[src/rtl/cv32e40p_prefetch_buffer_if.sv]
// ---- cv32e40p_prefetch_buffer_if : fetch-side and memory-side bundle of the prefetcher (rev 1.0) ----
// Signal suffixes are from the prefetcher's point of view; slave = prefetcher, master = core/memory side.
`default_nettype none

interface cv32e40p_prefetch_buffer_if;
  logic        req_i;
  logic        branch_i;
  logic [31:0] branch_addr_i;
  logic        fetch_valid_o;
  logic        fetch_ready_i;
  logic [31:0] fetch_rdata_o;
  logic [31:0] fetch_addr_o;
  logic        instr_req_o;
  logic [31:0] instr_addr_o;
  logic        instr_gnt_i;
  logic        instr_rvalid_i;
  logic [31:0] instr_rdata_i;
  logic        busy_o;

  modport slave (
    input  req_i, branch_i, branch_addr_i, fetch_ready_i,
           instr_gnt_i, instr_rvalid_i, instr_rdata_i,
    output fetch_valid_o, fetch_rdata_o, fetch_addr_o,
           instr_req_o, instr_addr_o, busy_o
  );

  modport master (
    output req_i, branch_i, branch_addr_i, fetch_ready_i,
           instr_gnt_i, instr_rvalid_i, instr_rdata_i,
    input  fetch_valid_o, fetch_rdata_o, fetch_addr_o,
           instr_req_o, instr_addr_o, busy_o
  );
endinterface

`default_nettype wire

[src/rtl/cv32e40p_prefetch_buffer.sv]
// ---- cv32e40p_prefetch_buffer : OBI instruction prefetcher with credit-limited flushable FIFO (rev 1.0) ----
`default_nettype none

module cv32e40p_prefetch_buffer #(
  parameter int DEPTH           = 2,
  parameter int MAX_OUTSTANDING = 2
) (
  input  logic                          clk,
  input  logic                          rst,
  cv32e40p_prefetch_buffer_if.slave     bus
);

  localparam int CW = $clog2(DEPTH + 1);
  localparam int PW = (DEPTH > 1) ? $clog2(DEPTH) : 1;
  localparam logic [CW-1:0] C_MAX_OUT  = CW'(MAX_OUTSTANDING);
  localparam logic [CW-1:0] C_DEPTH    = CW'(DEPTH);
  localparam logic [CW:0]   C_DEPTH_W  = (CW+1)'(DEPTH);
  localparam logic [PW-1:0] C_LAST_PTR = PW'(DEPTH - 1);

  typedef enum logic [0:0] {
    IDLE     = 1'b0,
    WAIT_GNT = 1'b1
  } state_e;

  state_e          state_q, state_d;
  logic            started_q, started_d;
  logic            stale_q, stale_d;
  logic [31:0]     next_addr_q, next_addr_d;
  logic [31:0]     req_addr_q, req_addr_d;
  logic [31:0]     fetch_addr_q, fetch_addr_d;
  logic [CW-1:0]   outstanding_q, outstanding_d;
  logic [CW-1:0]   discard_q, discard_d;
  logic [CW-1:0]   count_q, count_d;
  logic [PW-1:0]   rd_ptr_q, rd_ptr_d;
  logic [PW-1:0]   wr_ptr_q, wr_ptr_d;
  logic [31:0]     mem_q [DEPTH];

  logic            fifo_valid;
  logic            pop;
  logic            drop;
  logic            push;
  logic            issue;
  logic            accept;
  logic            instr_req;
  logic [31:0]     instr_addr;
  logic [CW:0]     credit;
  logic [31:0]     target;
  logic            unused_addr_bits;

  assign unused_addr_bits = ^bus.branch_addr_i[1:0];
  assign target     = {bus.branch_addr_i[31:2], 2'b00};
  assign fifo_valid = (count_q != '0);
  assign pop        = fifo_valid & bus.fetch_ready_i & ~bus.branch_i;
  assign drop       = bus.instr_rvalid_i & (discard_q != '0);
  assign push       = bus.instr_rvalid_i & ~drop & ~bus.branch_i;

  // A same-cycle pop frees its slot, which lets a DEPTH=2 buffer sustain one instruction per cycle.
  assign credit = {1'b0, outstanding_q} + {1'b0, count_q} - (CW+1)'(pop);
  assign issue  = started_q & bus.req_i & ~bus.branch_i &
                  (outstanding_q < C_MAX_OUT) & (credit < C_DEPTH_W);

  always_comb begin
    state_d       = state_q;
    started_d     = started_q;
    stale_d       = stale_q;
    next_addr_d   = next_addr_q;
    req_addr_d    = req_addr_q;
    fetch_addr_d  = fetch_addr_q;
    count_d       = count_q;
    rd_ptr_d      = rd_ptr_q;
    wr_ptr_d      = wr_ptr_q;
    instr_req     = 1'b0;
    instr_addr    = next_addr_q;

    case (state_q)
      IDLE: begin
        instr_req = issue;
        if (issue) begin
          next_addr_d = next_addr_q + 32'd4;
          if (!bus.instr_gnt_i) begin
            state_d    = WAIT_GNT;
            req_addr_d = next_addr_q;
          end
        end
      end
      WAIT_GNT: begin
        instr_req  = 1'b1;
        instr_addr = req_addr_q;
        if (bus.instr_gnt_i) state_d = IDLE;
      end
      default: state_d = IDLE;
    endcase

    accept        = instr_req & bus.instr_gnt_i;
    outstanding_d = outstanding_q + CW'(accept) - CW'(bus.instr_rvalid_i);
    // A grant for a request that was pending across a branch returns old-stream data.
    discard_d     = discard_q - CW'(drop) + CW'(accept & stale_q);
    if (accept) stale_d = 1'b0;

    if (push) begin
      wr_ptr_d = (wr_ptr_q == C_LAST_PTR) ? '0 : wr_ptr_q + PW'(1);
    end
    if (pop) begin
      rd_ptr_d     = (rd_ptr_q == C_LAST_PTR) ? '0 : rd_ptr_q + PW'(1);
      fetch_addr_d = fetch_addr_q + 32'd4;
    end
    count_d = count_q + CW'(push) - CW'(pop);

    if (bus.branch_i) begin
      started_d    = 1'b1;
      next_addr_d  = target;
      fetch_addr_d = target;
      discard_d    = outstanding_d;
      count_d      = '0;
      rd_ptr_d     = '0;
      wr_ptr_d     = '0;
      if ((state_q == WAIT_GNT) && !bus.instr_gnt_i) stale_d = 1'b1;
    end
  end

  always_ff @(posedge clk or posedge rst) begin
    if (rst) begin
      state_q       <= IDLE;
      started_q     <= 1'b0;
      stale_q       <= 1'b0;
      next_addr_q   <= '0;
      req_addr_q    <= '0;
      fetch_addr_q  <= '0;
      outstanding_q <= '0;
      discard_q     <= '0;
      count_q       <= '0;
      rd_ptr_q      <= '0;
      wr_ptr_q      <= '0;
      for (int i = 0; i < DEPTH; i++) mem_q[i] <= '0;
    end else begin
      state_q       <= state_d;
      started_q     <= started_d;
      stale_q       <= stale_d;
      next_addr_q   <= next_addr_d;
      req_addr_q    <= req_addr_d;
      fetch_addr_q  <= fetch_addr_d;
      outstanding_q <= outstanding_d;
      discard_q     <= discard_d;
      count_q       <= count_d;
      rd_ptr_q      <= rd_ptr_d;
      wr_ptr_q      <= wr_ptr_d;
      if (push) mem_q[wr_ptr_q] <= bus.instr_rdata_i;
    end
  end

  assign bus.fetch_valid_o = fifo_valid;
  assign bus.fetch_rdata_o = mem_q[rd_ptr_q];
  assign bus.fetch_addr_o  = fetch_addr_q;
  assign bus.instr_req_o   = instr_req;
  assign bus.instr_addr_o  = instr_addr;
  assign bus.busy_o        = (outstanding_q != '0) | instr_req;

`ifndef SYNTHESIS
  a_no_overflow:    assert property (@(posedge clk) disable iff (rst) !(push && (count_q == C_DEPTH)));
  a_rvalid_legal:   assert property (@(posedge clk) disable iff (rst) !(bus.instr_rvalid_i && (outstanding_q == '0)));
  a_outstanding_ok: assert property (@(posedge clk) disable iff (rst) outstanding_q <= C_MAX_OUT);
`endif

endmodule

`default_nettype wire

[src/flat_wrapper.sv]
// flat-port wrapper written by rule: the top's interface ports become plain ports
module cv32e40p_prefetch_buffer_flat 
#(
  parameter int DEPTH           = 2,
  parameter int MAX_OUTSTANDING = 2
)
  (clk, rst, bus_req_i, bus_branch_i, bus_branch_addr_i, bus_fetch_ready_i, bus_instr_gnt_i, bus_instr_rvalid_i, bus_instr_rdata_i, bus_fetch_valid_o, bus_fetch_rdata_o, bus_fetch_addr_o, bus_instr_req_o, bus_instr_addr_o, bus_busy_o);
  cv32e40p_prefetch_buffer_if bus_i ();
  input  logic clk;
  input  logic rst;
  input wire logic [$bits(bus_i.req_i)-1:0] bus_req_i;
  input wire logic [$bits(bus_i.branch_i)-1:0] bus_branch_i;
  input wire logic [$bits(bus_i.branch_addr_i)-1:0] bus_branch_addr_i;
  input wire logic [$bits(bus_i.fetch_ready_i)-1:0] bus_fetch_ready_i;
  input wire logic [$bits(bus_i.instr_gnt_i)-1:0] bus_instr_gnt_i;
  input wire logic [$bits(bus_i.instr_rvalid_i)-1:0] bus_instr_rvalid_i;
  input wire logic [$bits(bus_i.instr_rdata_i)-1:0] bus_instr_rdata_i;
  output wire logic [$bits(bus_i.fetch_valid_o)-1:0] bus_fetch_valid_o;
  output wire logic [$bits(bus_i.fetch_rdata_o)-1:0] bus_fetch_rdata_o;
  output wire logic [$bits(bus_i.fetch_addr_o)-1:0] bus_fetch_addr_o;
  output wire logic [$bits(bus_i.instr_req_o)-1:0] bus_instr_req_o;
  output wire logic [$bits(bus_i.instr_addr_o)-1:0] bus_instr_addr_o;
  output wire logic [$bits(bus_i.busy_o)-1:0] bus_busy_o;
  assign bus_i.req_i = bus_req_i;
  assign bus_i.branch_i = bus_branch_i;
  assign bus_i.branch_addr_i = bus_branch_addr_i;
  assign bus_i.fetch_ready_i = bus_fetch_ready_i;
  assign bus_i.instr_gnt_i = bus_instr_gnt_i;
  assign bus_i.instr_rvalid_i = bus_instr_rvalid_i;
  assign bus_i.instr_rdata_i = bus_instr_rdata_i;
  assign bus_fetch_valid_o = bus_i.fetch_valid_o;
  assign bus_fetch_rdata_o = bus_i.fetch_rdata_o;
  assign bus_fetch_addr_o = bus_i.fetch_addr_o;
  assign bus_instr_req_o = bus_i.instr_req_o;
  assign bus_instr_addr_o = bus_i.instr_addr_o;
  assign bus_busy_o = bus_i.busy_o;
  cv32e40p_prefetch_buffer #(.DEPTH(DEPTH), .MAX_OUTSTANDING(MAX_OUTSTANDING)) u_core (.clk(clk), .rst(rst), .bus(bus_i));
endmodule
[config.mk]
export PLATFORM = sky130hd
export DESIGN_NAME = cv32e40p_prefetch_buffer_flat
export DESIGN_NICKNAME = d
export VERILOG_FILES = /design/src/rtl/cv32e40p_prefetch_buffer_if.sv /design/src/rtl/cv32e40p_prefetch_buffer.sv /design/src/flat_wrapper.sv
export SDC_FILE = /design/constraint.sdc
export NUM_CORES = 1
export LEC_CHECK = 0
export CORE_MARGIN = 5
export CORE_UTILIZATION = 52
export CTS_CLUSTER_DIAMETER = 80
export DETAILED_ROUTE_END_ITERATION = 7
export GPL_TIMING_DRIVEN = 0
export PLACE_DENSITY = 0.81
export SYNTH_ARGS = -nofsm -noshare
export SYNTH_HDL_FRONTEND = slang
export SYNTH_SLANG_ARGS = --single-unit
[constraint.sdc]
create_clock -name clk -period 6.4 [get_ports clk]
set_input_delay 1.28 -clock clk [delete_from_list [all_inputs] [get_ports clk]]
set_output_delay 1.28 -clock clk [all_outputs]
set_load 0.03 [all_outputs]
==> flow_metrics.tcl, run 1 <==
set metrics [dict create \
    num_vias 6261 \
    path_class "in2out" \
    p_per_area_nw_per_um2 398 \
    clock-sinks 165 \
    cts-root-buf "clkbuf_16" \
    grt_pass1_vias 6497 \
    synth_cell_types 48 \
    crit_family "buffers and inverters" \
    fin_hold_ws_ns 0.500 \
    yosys.area.top_type "dfrtp_1" \
    wl_per_cell_um 18.7 \
    critPathArrivalTime_ns 4.66 \
    core_um2 15700 \
    first_pass_iters 5 \
    syn_avg_cell_area_um2 11.7 \
    worstPathRequired_ns 5.12 \
    power.total_w 0.00427 \
    critPathLaunchType "primary input" \
    setup_tns_ns 0 \
    synth_edf_count 0 \
    track_usage 0.233 \
    yosys.area.top_type_share 0.503 \
    holdBufCountCts 0 \
    grt_max_degree 103 \
    start_util 0.524 \
    ys_warn_count 0 \
    grt_pass1_wl_um 33700 \
    placement.io_buffers 162 \
    yosys_register_bits 165 \
    clk_pin_slew_ns 0.06 \
    place.gp.congestion 0.904 \
    clockBufferDepth 2 \
    cts_setup_buffers 0 \
    yosysSeqAreaShare 0.503 \
    cts_tree "built" \
    end_kind "output port" \
    worstPathCellList "clkdlybuf4s50_1 -> o21ai_1 -> nor3_1 -> o21ai_0 -> fa_1 -> and4b_1 -> nand2_1 -> o21ai_0 -> or3_1 -> clkdlybuf4s50_1" \
    ys_top_cells_by_area "dfrtp_1 (50%), mux2_2 (22%), xor2_1 (3.5%), o21ai_0 (2.4%), nand2_1 (2.4%)" \
    wl_um 20900 \
    postLayoutCellArea_um2 10700 \
    rsz0062_at_grt "no" \
    drt_iter0_drc 415 \
    vias_per_cell 5.62 \
    ant_nets 0 \
    drv_cap 0 \
    layout_common_cells "dfrtp_1 (165), clkdlybuf4s50_1 (162), mux2_2 (157)" \
    slew_headroom 0.520 \
    cp_max_fo 7 \
    worstMarginPinSlew_ns 0.720 \
    cts_resized 0 \
    fin_crit_ns 5.94 \
    skew_ns 0.00947 \
    post_route_cells_drive_above_1_share 0.249 \
    die_area_um2 18400 \
    synth-async-reset-ratio 1.00 \
    cts_buffers 17 \
    die_w_um 136 \
    timing.final.crit_share 0.928 \
    htreeDepth 4 \
    antenna_found_initial 1 \
    power_leakage_nw 4.55 \
    synth_area_um2 8200 \
    final_common_cell "dfrtp_1" \
    area_delta_synth_final_pct 31.0 \
    ys.flop_type "dfrtp_1" \
    die_h_um 136 \
    fp-row-count 46 \
    instances_no_fill 1114 \
    drc 0 \
    overflow 0 \
    antenna_cells 0 \
    timing.fmax_mhz 168 \
    hpwlAfterDp_um 15100 \
    cp_num_buf_inv 2 \
    clock_latency_ns 0.43 \
    drv_slew 0 \
    synth_cells 700 \
    hold_viol_final 0 \
    outcome "finished, final reports clean" \
    max_stage_delay_ns 0.71 \
    dp.cells 1082 \
    place_area_um2 10100 \
    setup_viol 0 \
    ir_drop_mv 0.288 \
    nNetsFinal 966 \
    crit_slowest_cell "clkdlybuf4s50_1" \
    io_pins 170 \
    hold_path.class "reg2reg" \
]
final cells by class:
cell class                      count  area, um^2
Fill cell                        1174        4910
Clock inverter                     14         166
Multi-Input combinational cell    481        3830
Clock buffer                       18         439
Tap cell                          216         270
Sequential cell                   165        4130
Buffer                             39         184
Timing Repair Buffer              163        1650
Inverter                           18        75.1
where the power goes:
group / internal, W / leakage, nW / switching (W)
registers: 0.00136 / 2.05 / 0.000199
clock network: 0.000598 / 0.294 / 0.000449
logic: 0.000814 / 2.21 / 0.000856
per-stage QoR:
step	utilization	setup WS (ns)
floorplan	-	0.658
global placement	0.646	-1.61
detailed placement	0.648	0.468
CTS	0.686	0.457
global route	0.686	0.150
finish	0.686	0.464
cells in the mapped netlist (5+ instances only):
| cell type | count |
|---|---|
| o21ai_0 | 40 |
| dfrtp_1 | 165 |
| inv_1 | 18 |
| nor4_1 | 5 |
| nand4_1 | 24 |
| mux2_2 | 157 |
| clkbuf_1 | 14 |
| xor2_1 | 33 |
| nand3_1 | 29 |
| xnor2_1 | 17 |
| and3_1 | 11 |
| ha_1 | 9 |
| o211ai_1 | 11 |
| buf_2 | 18 |
| nor2_1 | 22 |
| nand2_1 | 53 |
| a21oi_1 | 13 |
| nor3_1 | 6 |
worst reg2reg max path: stages, from the launching register on:
cell and delay, ns:
dfrtp_1 0.41, o21ai_1 0.52, nor2_1 0.13, nor2_1 0.11, o21ai_0 0.10, fa_1 0.52
nand4b_1 0.20, nor4_4 0.55, buf_2 0.38, nand4_1 0.16, o21ai_0 0.23, a31o_2 0.14
registers in the layout, summed over array words and instances, names as in the netlist:
| signal | flops |
|---|---|
| u_core.req_addr_q | 30 |
| u_core.rd_ptr_q | 1 |
| u_core.mem_q | 64 |
| u_core.state_q | 1 |
| u_core.next_addr_q | 30 |
| u_core.bus.fetch_addr_o | 30 |
| u_core.discard_q | 2 |
| u_core.stale_q | 1 |
| u_core.outstanding_q | 2 |
| u_core.wr_ptr_q | 1 |
| u_core.started_q | 1 |
| u_core.count_q | 2 |
logic make-up after synthesis:
| kind of cell | after synthesis | synth area share |
|---|---|---|
| other | 1 | 0.000457 |
| xor gates and xnor gates | 50 | 0.0534 |
| DFF | 165 | 0.503 |
| adders and majority gates | 10 | 0.0162 |
| muxes | 158 | 0.217 |
| and+or+nand+nor | 177 | 0.120 |
| AOI/OAI and AO/OA | 82 | 0.0595 |
| buffers and inverters | 57 | 0.0307 |
worst paths after layout:
path / cells past startpoint / slack (ns) / start / to
setup reg to reg: 11 / 2.88 / u_core.count_q[0] / u_core.next_addr_q[26]
hold reg to reg: 1 / 0.50 / u_core.req_addr_q[4] / u_core.req_addr_q[4]
max in group asynchronous: 3 / 4.28 / rst / u_core.mem_q[43]
setup / recovery: 10 / 0.46 / bus_fetch_ready_i / bus_busy_o
hold / removal: 1 / 0.50 / u_core.req_addr_q[4] / u_core.req_addr_q[4]
min in group asynchronous: 2 / 1.28 / rst / u_core.bus.fetch_addr_o[29]
layer usage:
layer | GRT usage | routed length (um)
met1 | 0.305 | 8680
met2 | 0.378 | 10100
met3 | 0.0632 | 1690
met4 | 0.0784 | 384
met5 | 0 | 13
No activity file was read; power rests on OpenSTA's default activity.
==> run 2: changes to the inputs <==
--- a/config.mk
+++ b/config.mk
@@ -6,11 +6,11 @@
 export NUM_CORES = 1
 export LEC_CHECK = 0
 export CORE_MARGIN = 5
-export CORE_UTILIZATION = 52
+export CORE_UTILIZATION = 40
 export CTS_CLUSTER_DIAMETER = 80
 export DETAILED_ROUTE_END_ITERATION = 7
 export GPL_TIMING_DRIVEN = 0
-export PLACE_DENSITY = 0.81
+export REMOVE_ABC_BUFFERS = 1
 export SYNTH_ARGS = -nofsm -noshare
 export SYNTH_HDL_FRONTEND = slang
 export SYNTH_SLANG_ARGS = --single-unit
==> flow_metrics.tcl, run 2 (same netlist as run 1, synthesis figures left out) <==
set metrics [dict create \
    outcome "finished, final reports clean" \
    worstPathRequired_ns 5.12 \
    rr_worst_depth 9 \
    layout_common_cells "dfrtp_1 (163), clkdlybuf4s50_1 (162), mux2_2 (157)" \
    num_vias 6025 \
    wl_um 20600 \
    postLayoutCellArea_um2 10700 \
    ant_nets 0 \
    power_leakage_nw 4.46 \
    placement.io_buffers 163 \
    clk_pin_slew_ns 0.06 \
    slew_headroom 0.297 \
    skew_ns 0.0105 \
    worstMarginPinSlew_ns 1.05 \
    routed.top_layer "met4" \
    p_per_area_nw_per_um2 394 \
    wl_met3_um 1120 \
    cts_resized 0 \
    holdBufCountCts 0 \
    instances_no_fill 1136 \
    die_area_um2 23500 \
    largest_reg_flops 64 \
    path_class "in2out" \
    worstPathCellList "clkdlybuf4s50_1 -> o21ai_1 -> nor3_1 -> o21ai_0 -> fa_1 -> and4b_1 -> nand2_1 -> o21ai_0 -> or3_1 -> clkdlybuf4s50_1" \
    drv_cap 0 \
    first_pass_iters 4 \
    regMostFlops "u_core.mem_q" \
    dr_wl_met2_um 9770 \
    clock-sinks 165 \
    drt_iter0_drc 297 \
    cts_setup_buffers 0 \
    drv_slew 0 \
    end_kind "output port" \
    clock_latency_ns 0.42 \
    fp-row-count 52 \
    hpwlAfterDp_um 14700 \
    critPathLaunchType "primary input" \
    track_usage 0.178 \
    max_stage_delay_ns 0.69 \
    cp_max_fo 7 \
    fin_crit_ns 6.02 \
    antenna_cells 0 \
    post_route_cells_drive_above_1_share 0.249 \
    critPathArrivalTime_ns 4.74 \
    setup_tns_ns 0 \
    drc 0 \
    area_delta_synth_final_pct 30.6 \
    fin_util 0.530 \
    wl_per_cell_um 18.1 \
    timing.final.crit_share 0.941 \
    place_area_um2 10100 \
    core_um2 20200 \
    rsz0062_at_grt "no" \
    start_util 0.405 \
    timing.fmax_mhz 166 \
    cts-root-buf "clkbuf_16" \
    nNetsFinal 934 \
    io_pins 170 \
    place.gp.congestion 0.826 \
    die_w_um 153 \
    grt_pass1_wl_um 34400 \
    power.total_w 0.00422 \
    final_common_cell "dfrtp_1" \
    hold_viol_final 0 \
    clockBufferDepth 2 \
    crit_slowest_cell "clkdlybuf4s50_1" \
    nFillCells 1768 \
    multi_input_area_um2 3860 \
    setup_viol 0 \
    overflow 0 \
    ff_latch_area_um2 4130 \
    cts_tree "built" \
    m1WireLength_um 9380 \
    htreeDepth 4 \
    hold_path.class "reg2reg" \
    ir_drop_mv 0.204 \
    cts_buffers 17 \
    dp.cells 1104 \
    antenna_found_initial 0 \
    hold_depth 1 \
    vias_per_cell 5.30 \
    grt_max_degree 120 \
    grt_pass1_vias 6538 \
    die_h_um 153 \
]
==> run 2: cell count changes in the layout (fill, tap and decap cells not counted), moves of 3 or more <==
cell and delta:
buf_2 -17, buf_6 +4, buf_4 -3, clkbuf_1 -14, buf_1 -3
==> run 2: cell type report <==
| class | count | area share |
|---|---|---|
| Timing Repair Buffer | 170 | 0.161 |
| Multi-Input combinational cell | 481 | 0.360 |
| Clock buffer | 20 | 0.0435 |
| Inverter | 18 | 0.00701 |
| Sequential cell | 165 | 0.386 |
| Tap cell | 270 | 0.0315 |
| Clock inverter | 12 | 0.0111 |
==> run 2: path summary, 6_finish.rpt <==
check | from | to | slack [ns]
setup reg to reg | u_core.count_q[0] | u_core.req_addr_q[30] | 2.16
hold reg to reg | u_core.req_addr_q[21] | u_core.req_addr_q[21] | 0.50
min in group asynchronous | rst | u_core.mem_q[60] | 1.26
setup / recovery | bus_fetch_ready_i | bus_busy_o | 0.38
max in group asynchronous | rst | u_core.state_q | 4.24
hold / removal | u_core.req_addr_q[21] | u_core.req_addr_q[21] | 0.50
==> run 2: power by group <==
group | switching [W] | internal [W]
Clock | 0.000428 | 0.000573
Sequential | 0.000234 | 0.00136
Combinational | 0.000818 | 0.000811
==> run 2: layer usage <==
metal  track usage  vias to the layer above
li1              -                     2803
met1         0.246                     3049
met2         0.284                      152
met3        0.0416                       21
met4        0.0505                        0
met5             0                        -
==> run 2: through the flow <==
stage               setup WS (ns)  hold slack (ns)
CTS                         0.372            0.504
finish                      0.375            0.499
global placement            -1.98            0.466
floorplan                   0.658            0.452
global route               0.0445            0.512
detailed placement          0.392            0.485
==> run 2: critical path, delay by kind of cell <==
family / cells / cell delay (ns)
compound gates: 3 / 0.92
fa+ha+maj: 1 / 0.52
buf+inv: 2 / 1.20
simple gates: 4 / 0.82
